==> src/rtl/rom_stream_reader.sv <==
// rom_stream_reader: fetches a burst of consecutive words from a synchronous
// block ROM and presents them on a valid/ready stream. Throughput is one word
// per clock. A 2-entry buffer covers the one-clock ROM latency when the sink
// applies backpressure.
module rom_stream_reader #(
  parameter int unsigned W = 8,
  parameter int unsigned L = 32
) (
  input  logic                   clk_i,
  input  logic                   rst_i,
  input  logic                   start_i,
  input  logic [$clog2(L)-1:0]   start_addr_i,
  input  logic [$clog2(L):0]     count_i,
  output logic                   busy_o,
  output logic                   done_o,
  output logic [$clog2(L)-1:0]   rom_addr_o,
  input  logic [W-1:0]           rom_data_i,
  output logic [W-1:0]           out_data_o,
  output logic                   out_valid_o,
  input  logic                   out_ready_i,
  output logic                   out_last_o
);

  localparam int unsigned AW = $clog2(L);
  localparam int unsigned CW = $clog2(L) + 1;

  typedef enum logic {
    IDLE = 1'b0,
    RUN  = 1'b1
  } state_e;

  state_e          state_q, state_d;
  logic [AW-1:0]   rom_addr_q, rom_addr_d;
  logic [CW-1:0]   remaining_q, remaining_d;
  logic            pend_q, pend_d;
  logic            pend_last_q, pend_last_d;
  logic            done_q, done_d;
  logic [W-1:0]    mem_data_q [2];
  logic [W-1:0]    mem_data_d [2];
  logic            mem_last_q [2];
  logic            mem_last_d [2];
  logic            wr_ptr_q, wr_ptr_d;
  logic            rd_ptr_q, rd_ptr_d;
  logic [1:0]      occ_q, occ_d;

  logic            pop;
  logic            push;
  logic            issue;
  logic [2:0]      credit;

  // Next-state: burst control, ROM issue with credit check, output FIFO.
  always_comb begin
    state_d     = state_q;
    rom_addr_d  = rom_addr_q;
    remaining_d = remaining_q;
    pend_d      = 1'b0;
    pend_last_d = 1'b0;
    done_d      = 1'b0;
    mem_data_d  = mem_data_q;
    mem_last_d  = mem_last_q;
    wr_ptr_d    = wr_ptr_q;
    rd_ptr_d    = rd_ptr_q;
    occ_d       = occ_q;

    pop    = (occ_q != 2'd0) && out_ready_i;
    push   = pend_q;
    // Entries held plus the word in flight, after this clock's pop, must leave room.
    credit = 3'(occ_q) + 3'(pend_q) - 3'(pop);
    issue  = (state_q == RUN) && (remaining_q != '0) && (credit < 3'd2);

    unique case (state_q)
      IDLE: begin
        if (start_i) begin
          rom_addr_d  = start_addr_i;
          remaining_d = count_i;
          if (count_i == '0) begin
            done_d = 1'b1;
          end else begin
            state_d = RUN;
          end
        end
      end
      RUN: begin
        if (issue) begin
          rom_addr_d  = (rom_addr_q == AW'(L - 1)) ? '0 : rom_addr_q + AW'(1);
          remaining_d = remaining_q - CW'(1);
          pend_d      = 1'b1;
          pend_last_d = (remaining_q == CW'(1));
        end
        if (pop && mem_last_q[rd_ptr_q]) begin
          state_d = IDLE;
          done_d  = 1'b1;
        end
      end
      default: state_d = IDLE;
    endcase

    // Pop clears the head's last flag so a drained slot never shows a stale marker.
    if (pop) begin
      mem_last_d[rd_ptr_q] = 1'b0;
      rd_ptr_d             = ~rd_ptr_q;
    end
    if (push) begin
      mem_data_d[wr_ptr_q] = rom_data_i;
      mem_last_d[wr_ptr_q] = pend_last_q;
      wr_ptr_d             = ~wr_ptr_q;
    end
    occ_d = occ_q + 2'(push) - 2'(pop);
  end

  // State register with synchronous reset; reset aborts any burst in progress.
  always_ff @(posedge clk_i) begin
    if (rst_i) begin
      state_q       <= IDLE;
      rom_addr_q    <= '0;
      remaining_q   <= '0;
      pend_q        <= 1'b0;
      pend_last_q   <= 1'b0;
      done_q        <= 1'b0;
      mem_data_q[0] <= '0;
      mem_data_q[1] <= '0;
      mem_last_q[0] <= 1'b0;
      mem_last_q[1] <= 1'b0;
      wr_ptr_q      <= 1'b0;
      rd_ptr_q      <= 1'b0;
      occ_q         <= 2'd0;
    end else begin
      state_q     <= state_d;
      rom_addr_q  <= rom_addr_d;
      remaining_q <= remaining_d;
      pend_q      <= pend_d;
      pend_last_q <= pend_last_d;
      done_q      <= done_d;
      mem_data_q  <= mem_data_d;
      mem_last_q  <= mem_last_d;
      wr_ptr_q    <= wr_ptr_d;
      rd_ptr_q    <= rd_ptr_d;
      occ_q       <= occ_d;
    end
  end

  assign busy_o      = (state_q == RUN);
  assign done_o      = done_q;
  assign rom_addr_o  = rom_addr_q;
  assign out_data_o  = mem_data_q[rd_ptr_q];
  assign out_valid_o = (occ_q != 2'd0);
  assign out_last_o  = mem_last_q[rd_ptr_q];

endmodule

==> config.mk <==
export PLATFORM = sky130hd
export DESIGN_NAME = rom_stream_reader
export DESIGN_NICKNAME = d
export VERILOG_FILES = /design/src/rtl/rom_stream_reader.sv
export SDC_FILE = /design/constraint.sdc
export NUM_CORES = 1
export LEC_CHECK = 0
export ABC_AREA = 1
export CAP_MARGIN = 0
export CORE_MARGIN = 3
export CORE_UTILIZATION = 45
export CTS_CLUSTER_SIZE = 30
export DETAILED_ROUTE_END_ITERATION = 10
export DONT_BUFFER_PORTS = 1
export PLACE_DENSITY = 0.6
export SLEW_MARGIN = 20
export SYNTH_ARGS = -nofsm -noshare
export SYNTH_HDL_FRONTEND = slang
export SYNTH_SLANG_ARGS = --single-unit
==> constraint.sdc <==
create_clock -name clk_i -period 3.31 [get_ports clk_i]
set_input_delay 0.662 -clock clk_i [delete_from_list [all_inputs] [get_ports clk_i]]
set_output_delay 0.662 -clock clk_i [all_outputs]
set_load 0.01 [all_outputs]
After elaboration in Yosys (flattened, before gate mapping)

Index checks and enable logic that the tools add are counted.

Muxes and demuxes: 32
Reductions and logical operators: 12
Bitwise gates (word level): 8
$lt $le $gt $ge: 5
Equal/unequal tests: 4
Add/sub/neg operators: 6

Operator list:

| operator            | count |
|---|---|
| $mux 8              | 4 |
| $bwmux 16           | 1 |
| $mux 5              | 3 |
| $mux 1              | 12 |
| $mux 6              | 2 |
| $pmux 6 s2          | 1 |
| $pmux 5 s2          | 1 |
| $demux 8 s1         | 1 |
| $eq 6x1->1 const B  | 1 |
| $logic_and 1x1->1   | 6 |
| $logic_not 6->1     | 1 |
| $reduce_bool 6->1   | 1 |
| $sub 6x1->6 const B | 1 |
| $add 5x1->5 const B | 1 |
| $eq 5x5->1 const B  | 1 |
| $ge 2x2->1 const B  | 2 |
| $lt 2x1->1 const B  | 2 |
| $mux 2              | 2 |
| $not 1->1           | 4 |
| $not 1->2           | 2 |
| $pmux 1 s2          | 2 |
| $add 2x1->3         | 1 |
| $lt 3x2->1 const B  | 1 |
| $reduce_or 3->1     | 1 |
| 12 further kinds    | 13 |

Logic and storage cells: 80
Bits in registers: 37
Bits of input ports: 23

Depth between registers and ports, before layout

Gate-level depths: netlist (run 1).

Depth after elaboration: 10
Gate-level depth with buffers: 16

Least setup slack after synthesis (run 1)

OpenSTA, ideal clock, no wires.

Path kind: input port to flip-flop
From: input out_ready_i
To: register rom_addr_q[0], in the netlist rom_addr_o[0]
Buffers on the path: 0
Path slack: 0.945 ns
Data arrival time: 2.249 ns
Stages on the path: 14
Cells stage by stage: nand2_1 > inv_1 > nand2_1 > o21ai_0 > ha_1 > fa_1 > inv_1 > nand2_1 > nor2_1 > nand2_4 > nand2_8 > clkinv_8 > nor2_1 > nor2_1

Longest elaborated chain between the ends: 6

RTL lines:

| element                    | RTL line | source |
|---|---|---|
| start, declared            | 20       | `input logic out_ready_i,` |
| $logic_and 1x1->1          | 65       | `pop = (occ_q != 2'd0) && out_ready_i;` |
| $sub 3x1->3                | 68       | `credit = 3'(occ_q) + 3'(pend_q) - 3'(pop);` |
| via credit[1]              | 49       | `logic [2:0] credit;` |
| $lt 3x2->1                 | 69       | `issue = (state_q == RUN) && (remaining_q != '0) && (credit < 3'd2);` |
| $logic_and 1x1->1          | 69       |  |
| $ne 2x1->1 (no line)       | --       |  |
| $reduce_and 2->1 (no line) | --       |  |
| end signal, assigned       | 129      | `rom_addr_q <= rom_addr_d;` |
| end, declared              | 33       | `logic [AW-1:0] rom_addr_q, rom_addr_d;` |

The timed path passes the listed nets, and every way through them passes these cells.
A chain may end at the register's enable or synchronous reset.

Final worst setup path (run 1)

From: register occ_q[1]
To: register rom_addr_q[2], in the netlist rom_addr_o[2]

Longest elaborated chain between the ends: 7
Elaborated cells between the ends (all ways): 8
Those cells by class: add/sub (2); order compare (1); eq/ne (1); reduce/logical (4)

RTL lines:

| element                    | RTL line | source |
|---|---|---|
| start, declared            | 44       | `logic [1:0] occ_q, occ_d;` |
| start signal, assigned     | 126      | `occ_q <= 2'd0;` |
| start signal, assigned     | 138      | `occ_q <= occ_d;` |
| $reduce_bool 2->1          | --       |  |
| via out_valid_o            | 19       | `output logic out_valid_o,` |
| $logic_and 1x1->1          | 65       |  |
| $sub 3x1->3                | 68       |  |
| via credit[1]              | 49       |  |
| $lt 3x2->1                 | 69       |  |
| $logic_and 1x1->1          | 69       |  |
| $ne 2x1->1 (no line)       | --       |  |
| $reduce_and 2->1 (no line) | --       |  |

The timed path passes the listed nets, and every way through them passes these cells.

==> metrics.yaml, run 1 <==
cp_slowest_cell: "fa_1"
cts_tree: "yes"
die_h_um: 69.9
synth_top_area_frac: 0.404
yosys.area.top_type: "dfxtp_1"
maxCapViolCount: 0
path_common_cell: "nand2_1"
p_leak_nw: 0.896
vias: 1589
syn-num-nets: 298
max_stage_delay_ns: 0.43
max_freq_mhz: 415
synth_area_leaders: "dfxtp_1 (40%), nor2_1 (14%), nand2_1 (13%)"
grt_pass1_wl_um: 6720
cp.arrival_ns: 2.59
cp_num_buf_inv: 4
routabilityCongestion: 0.852
timing.setup.tns_ns: 0
ys_types: 24
fin_worst_skew_ns: 0.00328
clockBufferDepth: 2
finalCriticalPeriod_ns: 2.41
cp_cell_sequence: "inv_1, nand2_1, nand2_1, inv_1, nand2_1, o21ai_0, ha_1, fa_1, inv_1, nand2_1, nor2_1, nand2_4, nand2_8, clkinv_8, nor2_1, nor2_1"
rsz0062_at_grt: "no"
syn_avg_cell_area_um2: 6.85
critical_path_class: "reg -> reg"
numPortBuffers: 0
wl_per_cell_um: 12.5
cp_top_family: "simple AND/OR/NAND/NOR gates"
initialDrtViolationCount: 106
viasPerCell: 5.01
clk_latency_ns: 0.29
ys_ff_latch: 37
fin_crit_sh: 0.728
power_density_nw_per_um2: 772
crit_path_end_kind: "flop"
wirelength_um: 3970
mostFrequentLayoutCell: "nor2_1"
final_net_count: 298
cts.sinks: 37
overflow: 0
fillers: 391
cp.required_ns: 3.49
drc: 0
cts_hold_buf: 0
finalHoldViolations: 0
fp-row-count: 22
finalMaxSlewViolations: 0
layout_common_cells: "nor2_1 (67), nand2_1 (63), dfxtp_1 (37)"
root_buffer: "clkbuf_8"
slew_headroom: 0.466
first_pass_iters: 4
fin_hold_ws_ns: 0.432
seq_area_frac_synth: 0.404
htree_levels: 2
synth_warnings: 0
syn_inst: 268
hp-class: "in -> reg"
cts_setup_buffers: 0
startpoint_type: "flop"
area_growth_pct: 7.98
outcome: "complete, no violations"
antenna_cells: 0
multi_input_area_um2: 973
worst_pin_slew_ns: 0.799
post_cts_resized: 0
antenna_found_initial: 0
crit_fanout: 10
pin_count: 40
syn_area_um2: 1840
fp.dieW_um: 69.9
core_area_um2: 3800
dieArea_um2: 4880
drive_above_1_share: 0.0632
clkTransAtPathRegs_ns: 0.08
dp_hpwl_um: 2830
grt_max_degree: 32
drtAntennaViolNets: 0
regArea_um2: 741
ir_worst_vdd_v: 0.000376
setup_viol: 0
grt_usage: 0.169
start_util: 0.483
cts_made_buffers: 5
grt_pass1_vias: 1491
==> metal layers <==
layer,wire (um),vias to the layer above,GRT usage
met5,0,-,0
met4,22,0,0.0383
met3,209,2,0.0633
met2,1710,31,0.250
met1,2020,705,0.234
li1,-,851,-
==> registers in the layout, indices dropped and copies added, names as in the netlist <==
| register | cells |
|---|---|
| occ_q | 2 |
| mem_last_q | 2 |
| wr_ptr_q | 1 |
| rom_addr_o | 5 |
| mem_data_q | 16 |
| done_o | 1 |
| rd_ptr_q | 1 |
| busy_o | 1 |
| pend_last_q | 1 |
| pend_q | 1 |
| remaining_q | 6 |
==> area by class of cell <==
cell class              instances  area share
multi-input cells             204       0.491
flip-flops and latches         37       0.374
inverters                      20      0.0442
clock buffers                   6      0.0417
well taps                      48      0.0303
clock inverters                 2      0.0189
==> path summary, 6_finish.rpt <==
| kind | start | depth (start not counted) | slack (ns) | end |
|---|---|---|---|---|
| hold / removal | rst_i | 1 | 0.43 | done_o |
| setup / recovery | occ_q[1] | 16 | 0.90 | rom_addr_o[2] |
| setup reg to reg | occ_q[1] | 16 | 0.90 | rom_addr_o[2] |
| hold reg to reg | mem_last_q[0] | 2 | 0.47 | mem_last_q[0] |
==> cell usage after synthesis <==
library cell / number
a22o_1: 1
fa_1: 1
o22ai_1: 1
or2_0: 1
clkinv_1: 3
nor2_1: 67
o31ai_1: 1
or2_2: 1
nor3_1: 2
clkbuf_1: 5
inv_2: 1
nand2_4: 2
nand2_1: 63
clkinv_8: 1
buf_4: 2
a21oi_1: 8
dfxtp_1: 37
nand2_8: 1
nand3_2: 1
inv_1: 15
nand3_1: 13
ha_1: 6
nor2_4: 2
o21ai_0: 33
==> logic make-up after synthesis <==
family / synth area share
buffers and inverters: 0.0661
DFF: 0.404
adders and majority gates: 0.0518
and+or+nand+nor: 0.354
AOI/OAI and AO/OA: 0.124
==> stage by stage <==
step                total power [mW]  std cells   util  cell area, um^2  worst slack (ns)
global placement                1.13        309  0.490             1860             0.834
floorplan                       1.03        268      -             1840             0.945
CTS                             1.54        317  0.522             1980             0.874
detailed placement              1.13        309  0.490             1860             0.779
finish                          1.53        317  0.522             1980             0.900
global route                    1.66        317  0.522             1980             0.612
==> worst register-to-register path: cells and delay by family (launching register included) <==
| family | cells | cell delay, ns |
|---|---|---|
| AND/OR/NAND/NOR | 9 | 0.93 |
| adder cells (fa/ha/maj) | 2 | 0.63 |
| flip-flops | 1 | 0.33 |
| buffers and inverters | 4 | 0.31 |
| AO/OA/AOI/OAI | 1 | 0.10 |
==> where the power goes <==
part	total [mW]	internal [mW]	switching, mW	leakage [nW]
clock network	0.413	0.245	0.168	0.0574
logic	0.489	0.164	0.325	0.536
registers	0.629	0.537	0.0914	0.303
(Power assumes the default switching activity.)
==> run 2, diff against run 1 <==
==> constraint.sdc (replaced) <==
create_clock -name clk_i -period 2.4 [get_ports clk_i]
set_input_delay 0.48 -clock clk_i [delete_from_list [all_inputs] [get_ports clk_i]]
set_output_delay 0.48 -clock clk_i [all_outputs]
set_load 0.01 [all_outputs]
==> run 2 against run 1 <==
  * Core utilization rose by 1.5 points
  * Die area is the same
  * Clock skew up 0.0091 ns
  * First-iteration DRC count rose by 33%
==> metrics.yaml, run 2 (same netlist as run 1, synthesis figures left out) <==
root_buffer: "clkbuf_8"
start_util: 0.483  # unchanged
place_inst: 312  # +0.97%
drtAntennaViolNets: 0  # unchanged
post-place-ws_ns: 0.0571  # -0.722 ns
area_growth_pct: 11.2
grt_pass1_vias: 1515  # +1.6%
dp_hpwl_um: 2900  # +2.3%
ir_worst_vdd_v: 0.000406  # +7.8%
startpoint_type: "flop"
crit_cells: 16  # unchanged
final_area_um2: 2040  # +3.0%
clockBufferDepth: 2  # unchanged
max_stage_delay_ns: 0.42  # about the same
slew_headroom: 0.452  # -0.0145
clk_latency_ns: 0.29  # about the same
pin_count: 40  # unchanged
cts.sinks: 37  # unchanged
cp.required_ns: 2.63  # -0.86 ns
crit_fanout: 7  # -3
wirelength_um: 4140  # +4.3%
path_common_cell: "nand2_1"
initialDrtViolationCount: 141  # +33%
die_h_um: 69.9  # unchanged
first_pass_iters: 4  # unchanged
maxCapViolCount: 0  # unchanged
critical_path_class: "reg -> reg"
finalHoldViolations: 0  # unchanged
hp-class: "in -> reg"
cp_top_family: "simple AND/OR/NAND/NOR gates"
final_net_count: 304  # +2.0%
fp-row-count: 22  # unchanged
placed_cell_area_um2: 1880  # +1.2%
grt_pass1_wl_um: 6940  # +3.3%
viasPerCell: 5.02  # about the same
vias: 1620  # +2.0%
cp_slowest_cell: "fa_1"
drc: 0  # unchanged
setup_viol: 0  # unchanged
cp_num_buf_inv: 4  # unchanged
max_freq_mhz: 455  # +9.7%
finalMaxSlewViolations: 0  # unchanged
core_area_um2: 3800  # unchanged
overflow: 0  # unchanged
cp.arrival_ns: 2.43  # -0.16 ns
grt_max_degree: 32  # unchanged
final_cells: 323  # +1.9%
numPortBuffers: 0  # unchanged
clkTransAtPathRegs_ns: 0.08  # about the same
fin_crit_sh: 0.915  # +0.187
routabilityCongestion: 0.930  # +9.2%
p_leak_nw: 0.924  # +3.1%
reg2reg_depth: 16  # unchanged
fin_ws_ns: 0.204  # -0.696 ns
cts_made_buffers: 5  # unchanged
antenna_cells: 0  # unchanged
hold_depth: 1  # unchanged
crit_path_end_kind: "flop"
htree_levels: 2  # unchanged
layout_common_cells: "nor2_1 (65), nand2_1 (61), dfxtp_1 (36)"
fp.dieW_um: 69.9  # unchanged
worst_pin_slew_ns: 0.821  # +0.0217 ns
cts_tree: "yes"
grt_usage: 0.177  # +0.00787
drive_above_1_share: 0.109  # +0.0459
mostFrequentLayoutCell: "nor2_1"
largest_reg_flops: 16  # unchanged
power_density_nw_per_um2: 1080  # +40%
wl_per_cell_um: 12.8  # +2.3%
outcome: "complete, no violations"
dieArea_um2: 4880  # unchanged
cp_cell_sequence: "inv_1, nand2_1, nand2_2, inv_2, nand2_2, o21ai_0, ha_2, fa_1, inv_1, nand2_1, nor2_2, nand2_4, buf_4, nand3_1, nand2_1, nor2_1"
top_register: "mem_data_q"
antenna_found_initial: 0  # unchanged
fin_worst_skew_ns: 0.0124  # +0.00909 ns
finalCriticalPeriod_ns: 2.20  # -0.214 ns
-- run 2: cell types whose count changed in the layout (fill, tap and decap cells not counted), sizes merged --
cell      previous run  this run
clkbuf               6         7
nand2               66        67
clkinvlp             1         0
buf                  0         5
-- run 2: what timing repair did --
action / CTS / global route
setup endpoints to repair: 0 / 11
resized for setup: 0 / 8
setup buffers: 0 / 2
hold buffers: 0 / 0
-- run 2: metal layers --
metal | vias to the layer above | track usage | part of all wire
met2 | 43 | 0.261 | 0.44
met1 | 712 | 0.246 | 0.49
met3 | 5 | 0.0619 | 0.063
met5 | - | 0 | 0
met4 | 0 | 0.0447 | 0.0097
li1 | 860 | - | -
-- run 2: path summary, 6_finish.rpt --
path                 start  slack [ns]              to
max               occ_q[0]        0.20  remaining_q[4]
min                  rst_i        0.26        occ_q[1]
max reg2reg       occ_q[0]        0.20  remaining_q[4]
min reg2reg  mem_last_q[0]        0.47   mem_last_q[0]
-- run 2: where the power goes --
part | total (mW) | switching [mW] | leakage, nW | internal, mW
combinational | 0.789 | 0.506 | 0.563 | 0.283
sequential | 0.853 | 0.110 | 0.303 | 0.743
clock | 0.557 | 0.219 | 0.0585 | 0.339
total | 2.20 | 0.835 | 0.924 | 1.36
-- run 2: cell type report --
type,instances,area [um^2]
Fill cell,385,1760
Clock buffer,7,86.3
Sequential cell,37,742
Tap cell,48,60.1
Timing Repair Buffer,5,37.5
Clock inverter,1,30.0
Inverter,20,87.6
Multi-Input combinational cell,205,997
-- run 2: worst reg2reg max path, delay by kind of cell, from the launching register on --
family | cells | cell delay, ns
AO/OA/AOI/OAI | 1 | 0.09
adder cells (fa/ha/maj) | 2 | 0.61
buffers and inverters | 4 | 0.38
AND/OR/NAND/NOR | 9 | 0.77
flip-flops | 1 | 0.30
-- run 2: per-stage QoR --
stage	hold slack, ns	util	power (mW)	TNS, ns
2_1_floorplan	0.437	-	1.42	0
3_3_place_gp	0.458	0.496	1.59	0
3_5_place_dp	0.456	0.496	1.59	0
4_1_cts	0.251	0.527	2.14	0
5_1_grt	0.239	0.537	2.38	-0.00288
6_report	0.259	0.537	2.20	0
==> run 3, diff against run 2 <==
--- a/config.mk
+++ b/config.mk
@@ -6,6 +6,7 @@
 export NUM_CORES = 1
 export LEC_CHECK = 0
 export ABC_AREA = 1
+export ABC_CLOCK_PERIOD_IN_PS = 2400
 export CAP_MARGIN = 0
 export CORE_MARGIN = 3
 export CORE_UTILIZATION = 45
==> results of run 3 <==
No change in the layout: final DEF, timing and power equal those of run 2.
